==> config.mk <==
export PLATFORM = sky130hd
export DESIGN_NAME = sine_period_detector
export DESIGN_NICKNAME = d
export VERILOG_FILES = /design/src/rtl/sine_period_detector.sv
export SDC_FILE = /design/constraint.sdc
export NUM_CORES = 1
export LEC_CHECK = 0
export ABC_AREA = 1
export CORE_ASPECT_RATIO = 0.7
export CORE_MARGIN = 3
export CORE_UTILIZATION = 50
export CTS_CLUSTER_SIZE = 28
export DETAILED_ROUTE_END_ITERATION = 10
export GPL_TIMING_DRIVEN = 0
export PLACE_DENSITY = 0.8
export SLEW_MARGIN = 20
export SYNTH_ARGS = -nofsm -noshare
export SYNTH_HDL_FRONTEND = slang
export SYNTH_SLANG_ARGS = --single-unit
==> constraint.sdc <==
create_clock -name clk -period 8 [get_ports clk]
set_input_delay 1.2 -clock clk [delete_from_list [all_inputs] [get_ports clk]]
set_output_delay 1.2 -clock clk [all_outputs]
set_load 0.01 [all_outputs]
==> src/rtl/sine_period_detector.sv <==
// Rising mid-level crossing detector with hysteresis for 8-bit offset-binary
// sine samples; reports period and peak-to-peak amplitude per cycle.
module sine_period_detector #(
   parameter logic [7:0] MID        = 8'h50,
   parameter logic [7:0] HYST       = 8'h08,
   parameter int         CNT_WIDTH  = 10,
   parameter int         MAX_PERIOD = 1023,
   parameter logic [7:0] MIN_AMP    = 8'h20
) (
   input  logic                 clk,
   input  logic                 rst,
   input  logic                 sample_valid,
   input  logic [7:0]           sample,
   output logic                 result_valid,
   output logic [CNT_WIDTH-1:0] period,
   output logic [7:0]           amplitude,
   output logic                 timeout,
   output logic                 locked
);

   localparam int HI_I = int'(MID) + int'(HYST);
   localparam int LO_I = int'(MID) - int'(HYST);
   localparam logic [7:0] TH_HI = 8'((HI_I > 255) ? 255 : HI_I);
   localparam logic [7:0] TH_LO = 8'((LO_I < 0) ? 0 : LO_I);
   localparam logic [CNT_WIDTH-1:0] CNT_LAST = CNT_WIDTH'(MAX_PERIOD - 1);

   typedef enum logic [1:0] {
      SEARCH,
      ARMED,
      HIGH_ST,
      LOW_ST
   } state_t;

   state_t               state, state_n;
   logic [CNT_WIDTH-1:0] cnt, cnt_n;
   logic [7:0]           max_r, max_n;
   logic [7:0]           min_r, min_n;
   logic [CNT_WIDTH-1:0] period_n;
   logic [7:0]           amp_n;
   logic                 locked_n;
   logic                 rv_n;
   logic                 to_n;

   logic       is_hi;
   logic       is_lo;
   logic [7:0] mx_s;
   logic [7:0] mn_s;
   logic [7:0] amp_c;

   assign is_hi = (sample >= TH_HI);
   assign is_lo = (sample <= TH_LO);
   assign mx_s  = (sample > max_r) ? sample : max_r;
   assign mn_s  = (sample < min_r) ? sample : min_r;
   assign amp_c = mx_s - mn_s;

   always_comb begin
      state_n  = state;
      cnt_n    = cnt;
      max_n    = max_r;
      min_n    = min_r;
      period_n = period;
      amp_n    = amplitude;
      locked_n = locked;
      rv_n     = 1'b0;
      to_n     = 1'b0;
      if (sample_valid) begin
         unique case (state)
            SEARCH: begin
               if (is_lo) state_n = ARMED;
            end
            ARMED: begin
               if (is_hi) begin
                  state_n = HIGH_ST;
                  cnt_n   = '0;
                  max_n   = sample;
                  min_n   = sample;
               end
            end
            HIGH_ST, LOW_ST: begin
               if (state == LOW_ST && is_hi) begin
                  state_n  = HIGH_ST;
                  cnt_n    = '0;
                  max_n    = sample;
                  min_n    = sample;
                  period_n = cnt + 1'b1;
                  amp_n    = amp_c;
                  rv_n     = 1'b1;
                  locked_n = (amp_c >= MIN_AMP);
               end else if (cnt == CNT_LAST) begin
                  // loss of signal: measurement values are kept
                  state_n  = SEARCH;
                  cnt_n    = '0;
                  to_n     = 1'b1;
                  locked_n = 1'b0;
               end else begin
                  cnt_n = cnt + 1'b1;
                  max_n = mx_s;
                  min_n = mn_s;
                  if (state == HIGH_ST && is_lo) state_n = LOW_ST;
               end
            end
            default: state_n = SEARCH;
         endcase
      end
   end

   always_ff @(posedge clk or posedge rst) begin
      if (rst) begin
         state        <= SEARCH;
         cnt          <= '0;
         max_r        <= '0;
         min_r        <= '0;
         period       <= '0;
         amplitude    <= '0;
         locked       <= 1'b0;
         result_valid <= 1'b0;
         timeout      <= 1'b0;
      end else begin
         state        <= state_n;
         cnt          <= cnt_n;
         max_r        <= max_n;
         min_r        <= min_n;
         period       <= period_n;
         amplitude    <= amp_n;
         locked       <= locked_n;
         result_valid <= rv_n;
         timeout      <= to_n;
      end
   end

endmodule

=== Yosys cells after proc, flatten, opt, wreduce, memory -nomap -nowiden ===
Index checks and enable logic that the tools add are counted.

* Word-level logic and storage cells: 63
* Register bits after elaboration: 49
* Bits of input ports: 11
* Output and inout port bits: 21

* Magnitude comparators: 5
* $add $sub $neg: 2
* Reduce and logical (&&, ||, !) cells: 11
* Multiplexer cells: 28
* Eq/ne operators: 8

{| class="wikitable"
|+ Operators by type and width
! operator !! count
|-
| 8-bit 2-to-1 mux || 7
|-
| 8-bit one-hot mux with 2 select lines || 2
|-
| 10-bit 2-to-1 mux || 3
|-
| 10-bit one-hot mux with 2 select lines || 1
|-
| 10-bit by 1-bit adder with 10-bit output (second input constant) || 1
|-
| 10-bit equality test (second input constant) || 1
|-
| 2-bit 2-to-1 mux || 5
|-
| 1-bit 2-to-1 mux || 9
|-
| 3-bit AND reduction || 3
|-
| 8-bit by 6-bit >= comparator with 1-bit output (second input constant) || 1
|-
| 8-bit by 7-bit >= comparator with 1-bit output (second input constant) || 1
|-
| 8-bit > comparator || 1
|-
| 8-bit by 7-bit <= comparator with 1-bit output (second input constant) || 1
|-
| 8-bit < comparator || 1
|-
| 4-bit AND reduction || 2
|-
| 8-bit subtractor || 1
|-
| 2-bit one-hot mux with 3 select lines || 1
|-
| 2-bit equality test (second input constant) || 2
|-
| 2-bit != test (second input constant) || 2
|-
| 4-bit != test (second input constant) || 1
|-
| 2-bit nonzero test || 2
|-
| 3-bit != test (second input constant) || 1
|-
| 2-bit by 1-bit equality test with 1-bit output (second input constant) || 1
|-
| 1-bit logical AND || 2
|-
| other kinds (2) || 2
|}

=== Logic depth before layout (Yosys ltp) ===
* Word-level depth: 6
* Gate-level depth with buffers: 25
* Gate-level depth less buffers: 24

=== Worst setup path after synthesis ===
OpenSTA, ideal clock, no wires.

* Path kind: input to register
* Start: input sample[5]
* End: register locked
* Stages on the path: 20
* Data required time: 7,871 ps
* Path buffers: 1
* Arrival: 3,486 ps
* Path slack: 4,385 ps
* Cell sequence: ha_1 -> a21oi_1 -> nor2_1 -> nor3_4 -> nand2_4 -> buf_2 -> nand2_1 -> o21ai_0 -> ha_1 -> fa_1 -> o21bai_1 -> nand2_1 -> nand2_1 -> nand2_1 -> nand2_1 -> nand2_1 -> nand2_1 -> nand2_1 -> nand2_1 -> nand3_1

* Longest elaborated chain between the ends: 5

{| class="wikitable"
|+ Ends and longest elaborated chain
! what !! line !! RTL
|-
| from (decl) || 13 || <nowiki>input logic [7:0] sample,</nowiki>
|-
| 8-bit > comparator or 8-bit < comparator (tied branches) || 52, 53 ||
|-
| 8-bit 2-to-1 mux, on equally long branches || 52, 53 ||
|-
| 8-bit subtractor || 54 || <nowiki>assign amp_c = mx_s - mn_s;</nowiki>
|-
| 8-bit by 6-bit >= comparator with 1-bit output || 88 || <nowiki>locked_n = (amp_c >= MIN_AMP);</nowiki>
|-
| 1-bit 2-to-1 mux || 80 || <nowiki>if (state == LOW_ST && is_hi) begin</nowiki>
|-
| to (signal assigned) || 125 || <nowiki>locked <= locked_n;</nowiki>
|-
| to (decl) || 18 || <nowiki>output logic locked</nowiki>
|}

Parallel ways exist; a longest one is shown, timed or not.
A chain may end at the register's enable or synchronous reset.

=== Worst setup path in the final report ===
* Start: input sample[7]
* End: register locked

The elaborated chain is that of the path after synthesis.

==> results by group <==
Synthesis
  • YS warnings: 0
  • Synthesized flop and latch total: 49
  • Distinct cells, synth: 38
  • Top-area cell type share of the netlist area: 0.388
  • Cells after synthesis: 404
  • Syn_area_per_cell: 7.82 um2
  • Synth area leaders: dfrtp_1 (39%), nand2_1 (11%), ha_1 (9.1%), inv_1 (7.2%), o21ai_1 (4.9%)
  • Post-Syn Area: 3160 um2
  • Synth Net Count: 439
  • Seq/Total Area, Yosys: 0.388
  • Area leader, netlist: dfrtp_1

Clock tree
  • Clk slew on worst S/H paths: 0.09 ns
  • H-tree levels: 2
  • Post-CTS sizing: 0
  • # clock sinks: 49
  • CTS tree: built
  • Num CTS Buffers: 5
  • Worst-Skew Late Latency: 0.30 ns
  • Post-CTS Setup Bufs: 0
  • CTS root buf: clkbuf_8
  • Clock tree buffer depth: 2
  • Post-CTS Hold Fix Bufs: 0

Cells and area
  • Register area: 1230 um2
  • Nets: 478
  • Footprint of the multi-input gates: 1620 um2
  • Design area: 3670 um2
  • Most common cell after layout, fill and taps aside: nand2_1
  • Most frequent cells in the layout: nand2_1 (94), inv_1 (60), dfrtp_1 (49)
  • ANT cells: 0
  • Share of cells above drive strength 1: 0.0878
  • Area Growth Syn to Fin: 16.2%
  • Fillers: 536

Worst hold path
  • Worst min path class: flip-flop to flip-flop

Global routing
  • First-pass GRT wire length: 12700 um
  • Number of global-route vias before repair: 2666
  • Largest net degree at the start of global routing: 27
  • Initial antenna violation count: 0
  • Total grt overflow: 0
  • GRT Util Overall: 0.218

Floorplanning
  • DIE AREA: 7320 um2
  • Starting Density: 0.533
  • IO Pins: 32
  • DIE WIDTH: 101 um
  • Placement Rows: 23
  • Chip height: 72.5 um
  • Total core area: 5930 um2

Critical path
  • WP data arrival: 4.72 ns
  • Buf/Inv on CP: 3
  • Critical path type: primary input to flip-flop
  • Critical Path Most Common Cell: nand2_1
  • Slowest-stage cell, CP: clkdlybuf4s50_1
  • Worst path cell trace: clkdlybuf4s50_1, ha_1, nand2_1, nor2_1, nand4_1, nand2_2, buf_2, nand2_1, o21ai_0, inv_1, fa_1, o21bai_1, nand2_1, nand2_1, nand2_1, nand2_1, nand2_1, nand2_1, nand2_1, nand2_1, nand3_1
  • Startpoint Class: primary input
  • Worst setup EP type: flip-flop
  • Slowest cell delay on critical path: 0.56 ns
  • Crit path max-delay family: simple AND/OR/NAND/NOR gates
  • Req. time, crit path: 8.19 ns
  • Worst-path maximum fanout: 10

STA
  • RSZ-0062 raised after global routing: false
  • Clock Skew: 0.00753 ns
  • Final setup TNS: 0 ns
  • Tmin final: 4.53 ns
  • Max Slew Vio Count: 0
  • Slew @ Worst Pin: 0.561 ns
  • Fmax: 221 MHz
  • Final Hold Viols: 0
  • Slew headroom: 0.625
  • Final setup viols: 0
  • Period utilization: 0.567

Power
  • PwrDens: 419 nW/um2
  • Total Power: 1.54 mW
  • Max rail drop VDD: 0.162 mV
  • Leak: 1.81 nW

Drt
  • Met2 Wirelength: 3320 um
  • First-pass detailed-route iteration total: 5
  • DRT iter0 DRCs: 262
  • WL/cell: 14.9 um
  • Final antenna-violating net count: 0
  • Wl on met1: 3860 um
  • Remaining DRCs: 0
  • DR WL met3: 509 um
  • Vias post-DR: 2845
  • Vias/cell: 5.48
  • Detailed Route WL: 7740 um
  • Top Layer Used: met4

Placed design
  • DP Wirelength: 5920 um
  • Placed Area: 3580 um2
  • Gpl congestion: 0.950
  • Port bufs: 31

Run
  • Max Cap Viol: 0

Run status
  • Status: complete, no violations
-- cell families (layout without fill, tap and decap cells) --
kind of cell	after synthesis	after routing	synth area share
DFF	49	49	0.388
adders and majority gates	24	24	0.0974
AOI/OAI and AO/OA	91	91	0.162
buffers and inverters	76	116	0.101
xor gates and xnor gates	8	8	0.0222
and+or+nand+nor	156	156	0.230
-- cell usage after synthesis --
| library cell | number |
|---|---|
| a21o_1 | 1 |
| a21oi_1 | 13 |
| a21oi_2 | 1 |
| a22oi_1 | 4 |
| a311oi_1 | 1 |
| and2_0 | 1 |
| buf_2 | 3 |
| buf_4 | 1 |
| buf_6 | 3 |
| dfrtp_1 | 49 |
| fa_1 | 1 |
| ha_1 | 23 |
| inv_1 | 61 |
| inv_2 | 7 |
| inv_4 | 1 |
| nand2_1 | 94 |
| nand2_2 | 4 |
| nand2_4 | 2 |
| nand3_1 | 11 |
| nand3_2 | 3 |
| nand3b_1 | 3 |
| nand4_1 | 3 |
| nor2_1 | 24 |
| nor2_4 | 3 |
| nor2_8 | 1 |
| nor3_1 | 3 |
| nor3_4 | 1 |
| nor4_1 | 1 |
| o21a_1 | 1 |
| o21ai_0 | 18 |
| o21ai_1 | 31 |
| o21bai_1 | 1 |
| o22ai_1 | 17 |
| o31ai_1 | 2 |
| o32ai_1 | 1 |
| or2_1 | 2 |
| xnor2_1 | 2 |
| xor2_1 | 6 |
-- registers in the layout, indices dropped and copies added (netlist names) --
register      count
period           10
state             2
max_r             8
min_r             8
result_valid      1
cnt              10
amplitude         8
timeout           1
locked            1
-- layer usage --
metal,GRT usage,vias up
li1,-,1401
met1,0.335,1321
met2,0.315,116
met3,0.0355,7
met4,0.0634,0
met5,0,-
-- worst reg2reg max path, cell delays in order (launching register included) --
cell and delay [ns]:
dfrtp_1 0.37, inv_1 0.06, ha_1 0.29, nand2_1 0.07, nor2_1 0.18, nand4_1 0.22, nand2_2 0.21, buf_2 0.25
nand2_1 0.07, o21ai_0 0.15, inv_1 0.11, fa_1 0.47, o21bai_1 0.18, nand2_1 0.07, nand2_1 0.08, nand2_1 0.08
nand2_1 0.07, nand2_1 0.05, nand2_1 0.10, nand2_1 0.08, nand2_1 0.06, nand3_1 0.06
-- through the flow --
stage | setup slack (ns) | util | hold slack (ns) | instances
after floorplan | 4.38 | - | 0.481 | 404
after global placement | 3.35 | 0.601 | 0.473 | 510
after detailed placement | 3.22 | 0.604 | 0.477 | 511
after CTS | 3.54 | 0.619 | 0.500 | 519
after global routing | 3.11 | 0.619 | 0.522 | 519
final | 3.47 | 0.619 | 0.496 | 519
-- power breakdown --
part	internal (mW)	leakage (nW)	switching (mW)
Clock	0.0618	0.0374	0.0861
Combinational	0.382	1.14	0.614
Sequential	0.338	0.625	0.0552
-- worst paths after layout --
check	startpoint	end	slack, ns	cells after the start
max	sample[7]	locked	3.47	21
min	period[3]	period[3]	0.50	2
max reg2reg	max_r[5]	locked	4.60	21
min reg2reg	period[3]	period[3]	0.50	2
max in group asynchronous	rst	max_r[3]	6.20	3
min in group asynchronous	rst	cnt[4]	1.27	2
-- final cells by class --
type | instances | area share
well taps | 75 | 0.0256
plain buffers | 7 | 0.0153
repair buffers | 32 | 0.0900
multi-input cells | 279 | 0.440
flip-flops and latches | 49 | 0.334
clock inverters | 2 | 0.00409
clock buffers | 6 | 0.0198
inverters | 69 | 0.0712
Note: power is estimated with default switching activity, not from simulation.
